File: config.mk
export PLATFORM = sky130hd
export DESIGN_NAME = argmax_reader
export DESIGN_NICKNAME = d
export VERILOG_FILES = /design/src/rtl/argmax_reader.sv
export SDC_FILE = /design/constraint.sdc
export NUM_CORES = 1
export LEC_CHECK = 0
export ABC_AREA = 1
export BUFFER_PORTS_ARGS = -buffer_cell sky130_fd_sc_hd__clkbuf_2
export CAP_MARGIN = 20
export CELL_PAD_IN_SITES_DETAIL_PLACEMENT = 0
export CELL_PAD_IN_SITES_GLOBAL_PLACEMENT = 1
export CORE_AREA = 2 2 134 266
export CTS_BUF_LIST = sky130_fd_sc_hd__clkbuf_8
export DETAILED_ROUTE_END_ITERATION = 10
export DIE_AREA = 0 0 136 268
export GPL_TIMING_DRIVEN = 0
export PLACE_DENSITY = 0.81
export SYNTH_ARGS = -nofsm -noshare
export SYNTH_HDL_FRONTEND = slang
export SYNTH_SLANG_ARGS = --single-unit
File: constraint.sdc
create_clock -name clk -period 2 [get_ports clk]
set_input_delay 0.1 -clock clk [delete_from_list [all_inputs] [get_ports clk]]
set_output_delay 0.1 -clock clk [all_outputs]
set_load 0.03 [all_outputs]
File: src/rtl/argmax_reader.sv
// Reads packed score words from the final-layer output BRAM, unpacks the lanes one
// per cycle and reports the index and value of the largest signed score.
module argmax_reader #(
    parameter  int DATA_WIDTH   = 16,
    parameter  int VEC          = 16,
    parameter  int OUTPUT_DEPTH = 10,
    localparam int VEC_DEPTH    = (OUTPUT_DEPTH + VEC - 1) / VEC,
    localparam int ADDR_WIDTH   = (VEC_DEPTH > 1) ? $clog2(VEC_DEPTH) : 1,
    localparam int CLASS_WIDTH  = (OUTPUT_DEPTH > 1) ? $clog2(OUTPUT_DEPTH) : 1
) (
    input  logic                      clk,
    input  logic                      rst_n,
    input  logic                      start,
    output logic                      rden,
    output logic [ADDR_WIDTH-1:0]     rdaddr,
    input  logic [VEC*DATA_WIDTH-1:0] q,
    output logic                      busy,
    output logic                      done,
    output logic                      result_valid,
    output logic [CLASS_WIDTH-1:0]    class_idx,
    output logic [DATA_WIDTH-1:0]     max_value
);

    localparam int LANE_WIDTH = (VEC > 1) ? $clog2(VEC) : 1;
    localparam logic [LANE_WIDTH-1:0]  LAST_LANE = LANE_WIDTH'(VEC - 1);
    localparam logic [CLASS_WIDTH-1:0] LAST_ELEM = CLASS_WIDTH'(OUTPUT_DEPTH - 1);

    typedef enum logic [2:0] {S_IDLE, S_FETCH, S_WAIT, S_SCAN, S_DONE} state_t;

    state_t                    state_q, state_d;
    logic [ADDR_WIDTH-1:0]     word_q, word_d;
    logic [CLASS_WIDTH-1:0]    elem_q, elem_d;
    logic [LANE_WIDTH-1:0]     lane_q, lane_d;
    logic [VEC*DATA_WIDTH-1:0] lanes_q, lanes_d;
    logic [DATA_WIDTH-1:0]     run_max_q, run_max_d;
    logic [CLASS_WIDTH-1:0]    run_idx_q, run_idx_d;
    logic                      rden_q, rden_d;
    logic [ADDR_WIDTH-1:0]     rdaddr_q, rdaddr_d;
    logic                      done_q, done_d;
    logic                      result_valid_q, result_valid_d;
    logic [CLASS_WIDTH-1:0]    class_idx_q, class_idx_d;
    logic [DATA_WIDTH-1:0]     max_value_q, max_value_d;
    logic [DATA_WIDTH-1:0]     cur_lane;

    // The lane register shifts down each scan cycle, so the current lane is always lane 0.
    assign cur_lane = lanes_q[DATA_WIDTH-1:0];

    always_comb begin
        state_d        = state_q;
        word_d         = word_q;
        elem_d         = elem_q;
        lane_d         = lane_q;
        lanes_d        = lanes_q;
        run_max_d      = run_max_q;
        run_idx_d      = run_idx_q;
        rdaddr_d       = rdaddr_q;
        result_valid_d = result_valid_q;
        class_idx_d    = class_idx_q;
        max_value_d    = max_value_q;
        rden_d         = 1'b0;
        done_d         = 1'b0;

        case (state_q)
            S_IDLE: begin
                if (start) begin
                    state_d        = S_FETCH;
                    result_valid_d = 1'b0;
                    word_d         = '0;
                    elem_d         = '0;
                end
            end
            S_FETCH: state_d = S_WAIT;
            S_WAIT: begin
                lanes_d = q;
                lane_d  = '0;
                state_d = S_SCAN;
            end
            S_SCAN: begin
                lanes_d = lanes_q >> DATA_WIDTH;
                // Strict greater-than keeps the lowest index on ties.
                if (elem_q == '0 || $signed(cur_lane) > $signed(run_max_q)) begin
                    run_max_d = cur_lane;
                    run_idx_d = elem_q;
                end
                if (elem_q == LAST_ELEM) begin
                    state_d = S_DONE;
                end else begin
                    elem_d = elem_q + CLASS_WIDTH'(1);
                    if (lane_q == LAST_LANE) begin
                        word_d  = word_q + ADDR_WIDTH'(1);
                        state_d = S_FETCH;
                    end else begin
                        lane_d = lane_q + LANE_WIDTH'(1);
                    end
                end
            end
            S_DONE:  state_d = S_IDLE;
            default: state_d = S_IDLE;
        endcase

        // Outputs are registered on entry to the state that owns them.
        if (state_d == S_FETCH) begin
            rden_d   = 1'b1;
            rdaddr_d = word_d;
        end
        if (state_d == S_DONE) begin
            done_d         = 1'b1;
            result_valid_d = 1'b1;
            class_idx_d    = run_idx_d;
            max_value_d    = run_max_d;
        end
    end

    always_ff @(posedge clk or negedge rst_n) begin
        if (!rst_n) begin
            state_q        <= S_IDLE;
            word_q         <= '0;
            elem_q         <= '0;
            lane_q         <= '0;
            lanes_q        <= '0;
            run_max_q      <= '0;
            run_idx_q      <= '0;
            rden_q         <= 1'b0;
            rdaddr_q       <= '0;
            done_q         <= 1'b0;
            result_valid_q <= 1'b0;
            class_idx_q    <= '0;
            max_value_q    <= '0;
        end else begin
            state_q        <= state_d;
            word_q         <= word_d;
            elem_q         <= elem_d;
            lane_q         <= lane_d;
            lanes_q        <= lanes_d;
            run_max_q      <= run_max_d;
            run_idx_q      <= run_idx_d;
            rden_q         <= rden_d;
            rdaddr_q       <= rdaddr_d;
            done_q         <= done_d;
            result_valid_q <= result_valid_d;
            class_idx_q    <= class_idx_d;
            max_value_q    <= max_value_d;
        end
    end

    assign rden         = rden_q;
    assign rdaddr       = rdaddr_q;
    assign busy         = (state_q != S_IDLE);
    assign done         = done_q;
    assign result_valid = result_valid_q;
    assign class_idx    = class_idx_q;
    assign max_value    = max_value_q;

endmodule
======== Yosys cells after proc, flatten, opt, wreduce, memory -nomap -nowiden ========
Cells that the tools add are included.
cells by class
  add/sub/neg operators ................... 3
  $mul .................................... 0
  divide/modulo/power cells ............... 0
  $lt $le $gt $ge ......................... 1
  equality and inequality tests ........... 10
  shift operators ......................... 0
  mux-type cells .......................... 24
  bitwise logic cells ..................... 0
  reduce and logical (&&, ||, !) cells .... 11
operator list
  kind                 number
  $pmux 256 s2         1
  $mux 16              2
  $mux 4               6
  $gt 16x16->1         1
  $pmux 4 s2           2
  $pmux 3 s4           1
  $mux 3               3
  $add 4x1->4 const B  2
  $eq 4x4->1 const B   2
  $mux 1               8
  $reduce_bool 2->1    4
  $eq 3x1->1 const B   2
  $eq 3x2->1 const B   2
  $ne 2x2->1 const B   3
  $reduce_and 3->1     2
  $logic_not 4->1      1
  $eq 3x3->1 const B   1
  $logic_not 3->1      1
  $reduce_bool 3->1    1
  $pmux 1 s2           1
  $reduce_and 2->1     1
  $add 1x1->1 const B  1
  $logic_or 1x1->1     1
word-level totals
  register bits after elaboration ......... 312
  bits in latches ......................... 0
  bits in writable memories ............... 0
  memory bits (read-only) ................. 0
  input bits .............................. 259
  memories ................................ 0

======== Logic depth before layout (Yosys ltp) ========
  word-level depth ........................ 7
  depth in mapped cells ................... 19
  depth with buffers taken out ............ 18

======== Worst setup path before layout ========
Ideal clock, no wire load.
  kind .................................... register to register
  start point ............................. reg lanes_q[15]
  end point ............................... reg run_idx_q[2]
  setup time .............................. 0.119 ns
  arrival ................................. 1.686 ns
  data required time ...................... 1.881 ns
  path slack .............................. 0.195 ns
  stages on the path, launching flop included .. 12
  path buffers ............................ 1
  path through ............................ dfrtp_1 ha_1 a21oi_1 o21ai_0 a21oi_1 nand2_1 nand2_1 nand3_1 nand2_2 buf_4 nand3_1 and2_1
on the way
  longest elaborated chain between the ends .. 4
ends and longest elaborated chain
  element                 line  RTL
  from (decl)             34    logic [VEC*DATA_WIDTH-1:0] lanes_q, lanes_d;
  from (signal assigned)  134   lanes_q <= lanes_d;
  $gt 16x16->1            81    if (elem_q == '0 || $signed(cur_lane) > $signed(run_max_q)) begin
  $logic_or 1x1->1        81
  $mux 4                  81
  $mux 4                  63    case (state_q)
  net run_idx_d[2]        36    logic [CLASS_WIDTH-1:0] run_idx_q, run_idx_d;
  to (signal assigned)    136   run_idx_q <= run_idx_d;
  to (decl)               36
The timed path passes the listed nets, and every way through them passes these cells.
A chain may end at the register's enable or synchronous reset.

======== Final worst setup path ========
  start point ............................. reg lanes_q[11]
  end point ............................... reg max_value_q[5] (netlist: max_value[5])
on the way
  longest elaborated chain between the ends .. 4
ends and longest elaborated chain
  element               line  RTL
  $gt 16x16->1          81
  $logic_or 1x1->1      81
  $mux 16               81
  $mux 16               63
  to (signal assigned)  142   max_value_q <= max_value_d;
  to (decl)             42    logic [DATA_WIDTH-1:0] max_value_q, max_value_d;
No other way between the ends.

==> flow_summary.toml <==
[yosys]
yosys_warnings = 0
synth_area_leaders = "dfrtp_1 57%, o22ai_1 11%, a21oi_1 9.2%"
syn_avg_cell_area_um2 = 9.14
synth-edff-count = 0
yosysUniqueCellTypes = 25
synth.largest_area_cell = "dfrtp_1"
synth-simple-area-share = 0.134
muxShareOfSynthArea = 0
yosysTopAreaCellShare = 0.574
ys.flop_type = "dfrtp_1"
syn_nets = 1768
synthAdderAreaFrac = 0.0184
async_reset_ff_frac = 1.00
synth-xor-area-share = 0
synth_top_family_by_area = "compound AO/OA/AOI/OAI gates"
synth_most_common_cell = "dfrtp_1"
ys_seq_elements = 312
synth-compound-area-share = 0.212
synth_commonest_cells = "312 x dfrtp_1, 254 x nor2_1, 251 x a21oi_1"
ys_seq_area_frac = 0.574
synth_area_um2 = 13600
synthCells = 1489

[sta]
rsz0062_at_grt = "yes"
finalSetupViolCount = 40
drv_slew = 0
worst_slack_ns = -0.0784
timing.final.crit_share = 1.04
hold_viol = 0
finalCriticalPeriod_ns = 2.08
relSlewSlack = 0.470
skew_ns = 0.0258
max_freq_mhz = 481
worst_pin_slew_ns = 0.794
tns_ns = -1.68

[clock_tree]
cts_tree = "done"
clk_pin_slew_worst_paths_ns = 0.06
insertion_delay_ns = 0.59
cts_buffers = 46
clock_path_buffers = 3
cts_root_buf = "clkbuf_8"
clock-sinks = 312
htreeDepth = 2

[final_layout]
area_growth_pct = 44.3
layoutNonFillerInstCount = 2569
finish.net_count = 2368
final_area_um2 = 19600
drive_gt1_frac = 0.246
fill_cells = 3003

[grt]
grt_pass1_vias = 14415
grt_pass1_wl_mm = 75.9
grt_overflow = 0
antenna_found_initial = 2
grt_max_degree = 116
gr-usage-all-layers = 0.274

[hold_path]
hp-class = "in -> async"

[place]
placed_cell_area_um2 = 15600
dp.cells = 2215
dp_hpwl_mm = 35.6
io_buffers = 283
place_ws_ns = -0.298
gp_congestion = 0.948

[worst_setup_path]
critical_path.endpoint_type = "register"
crit_arrival_ns = 2.55
crit_type = "reg -> reg"
cp.required_ns = 2.47
startpoint_type = "register"
worstPathMaxFanout = 5

[detailed_routing]
drc = 0
first_pass_iters = 5
routed_wl_mm = 50.5
wire_per_inst_um = 19.6
antenna_left = 0
drt-initial-drc-count = 682
vias = 13769
routed_via_density = 5.36

[power_and_ir_drop]
leakagePower_nw = 8.83
irDropWorstVdd_v = 0.000906
power.density_nw_per_um2 = 1620
total_power_mw = 31.8

[flow_run]
maxCapViolCount = 0

[floorplanning]
die_height_um = 268
dieArea_um2 = 36400
ioPinCount = 284
rows = 96
die-width_um = 136
floorplan.initialDensity = 0.396
core_um2 = 34400

[run_status]
violations = "negative setup slack"
status = "finished, violations left"
[final timing paths]
kind,from,end,slack [ns],cells after the start
worst max-delay path,lanes_q[11],max_value[5],-0.08,13
worst max register to register,lanes_q[11],max_value[5],-0.08,13
max in group asynchronous,rst_n,lane_q[3],0.23,4
worst min register to register,max_value[0],max_value[0],0.47,2
min in group clk,q[253],lanes_q[253],0.30,4
worst min-delay path,rst_n,lanes_q[57],0.17,2
[registers in the layout (all words and copies together) (netlist names), 3 cells and up]
signal	cells
lane_q	4
max_value	16
lanes_q	256
elem_q	4
run_max_q	16
run_idx_q	4
class_idx	4
state_q	3
[cell usage in the layout (no fill, tap or decap), types with 3 or more instances in the layout]
cell,count
a21oi_1,248
a21oi_2,3
and2_1,16
and2_4,3
buf_1,4
buf_2,57
buf_4,11
buf_6,5
clkbuf_1,14
clkbuf_2,317
clkbuf_8,66
clkinv_2,4
dfrtp_1,309
dfrtp_2,3
dlygate4sd3_1,258
ha_1,14
ha_4,6
inv_1,85
inv_2,4
nand2_1,98
nand2_2,14
nand3_1,33
nand3_2,17
nor2_1,253
nor3_1,3
nor3_4,3
o21ai_0,22
o22ai_1,240
[cell type report]
type / instances / area (µm²) / area share
tap: 441 / 552 / 0.0281
buffer: 119 / 614 / 0.0313
clock inverter: 20 / 133 / 0.00675
inverter: 76 / 285 / 0.0145
sequential: 312 / 7810 / 0.398
multi-input combinational: 982 / 5210 / 0.265
antenna: 2 / 5.00 / 0.000255
timing repair buffer: 552 / 4140 / 0.211
clock buffer: 65 / 895 / 0.0455
[worst max-delay path, stage by stage (launching register included)]
cell and delay [ns]:
dfrtp_1 0.42, ha_4 0.30, nand4_1 0.14, nor3_4 0.23
nand2_1 0.10, nand2_1 0.06, nand2_1 0.06, nand3_2 0.09
nand2_4 0.09, nand2_4 0.11, buf_4 0.15, nand2_1 0.07
nand3_1 0.10, nand2_1 0.06
[power by group]
part / total, mW / leakage [nW] / internal [mW] / switching [mW]
sequential: 11.2 / 3.36 / 9.15 / 2.10
clock: 5.66 / 0.586 / 3.13 / 2.53
combinational: 14.9 / 4.89 / 5.58 / 9.28
total: 31.8 / 8.83 / 17.9 / 13.9
[metal layers]
| layer | GRT usage | vias up | routed length [µm] |
|---|---|---|---|
| met5 | 0 | - | 0 |
| met4 | 0.203 | 0 | 3960 |
| met3 | 0.0375 | 207 | 2200 |
| met2 | 0.501 | 540 | 26800 |
| met1 | 0.277 | 6605 | 17500 |
| li1 | - | 6417 | - |
[kinds of logic after synthesis]
kind of cell | Yosys count
AOI/OAI and AO/OA | 515
buffers and inverters | 195
DFF | 312
adders and majority gates | 20
and+or+nand+nor | 447
[what timing repair did]
item	in CTS	in global routing
endpoints found under the setup margin	281	122
setup buffers	4	1
gates resized for setup	33	79
hold buffers	258	0
hold endpoints to repair	352	0
gates cloned	1	3
pin swaps	5	16
[through the flow]
step                hold WS, ns  utilization
global route              0.206        0.572
global placement          0.316        0.454
finish                    0.167        0.572
CTS                       0.187        0.565
detailed placement        0.234        0.455
floorplan                -0.196            -
No activity file was read; power rests on OpenSTA's default activity.
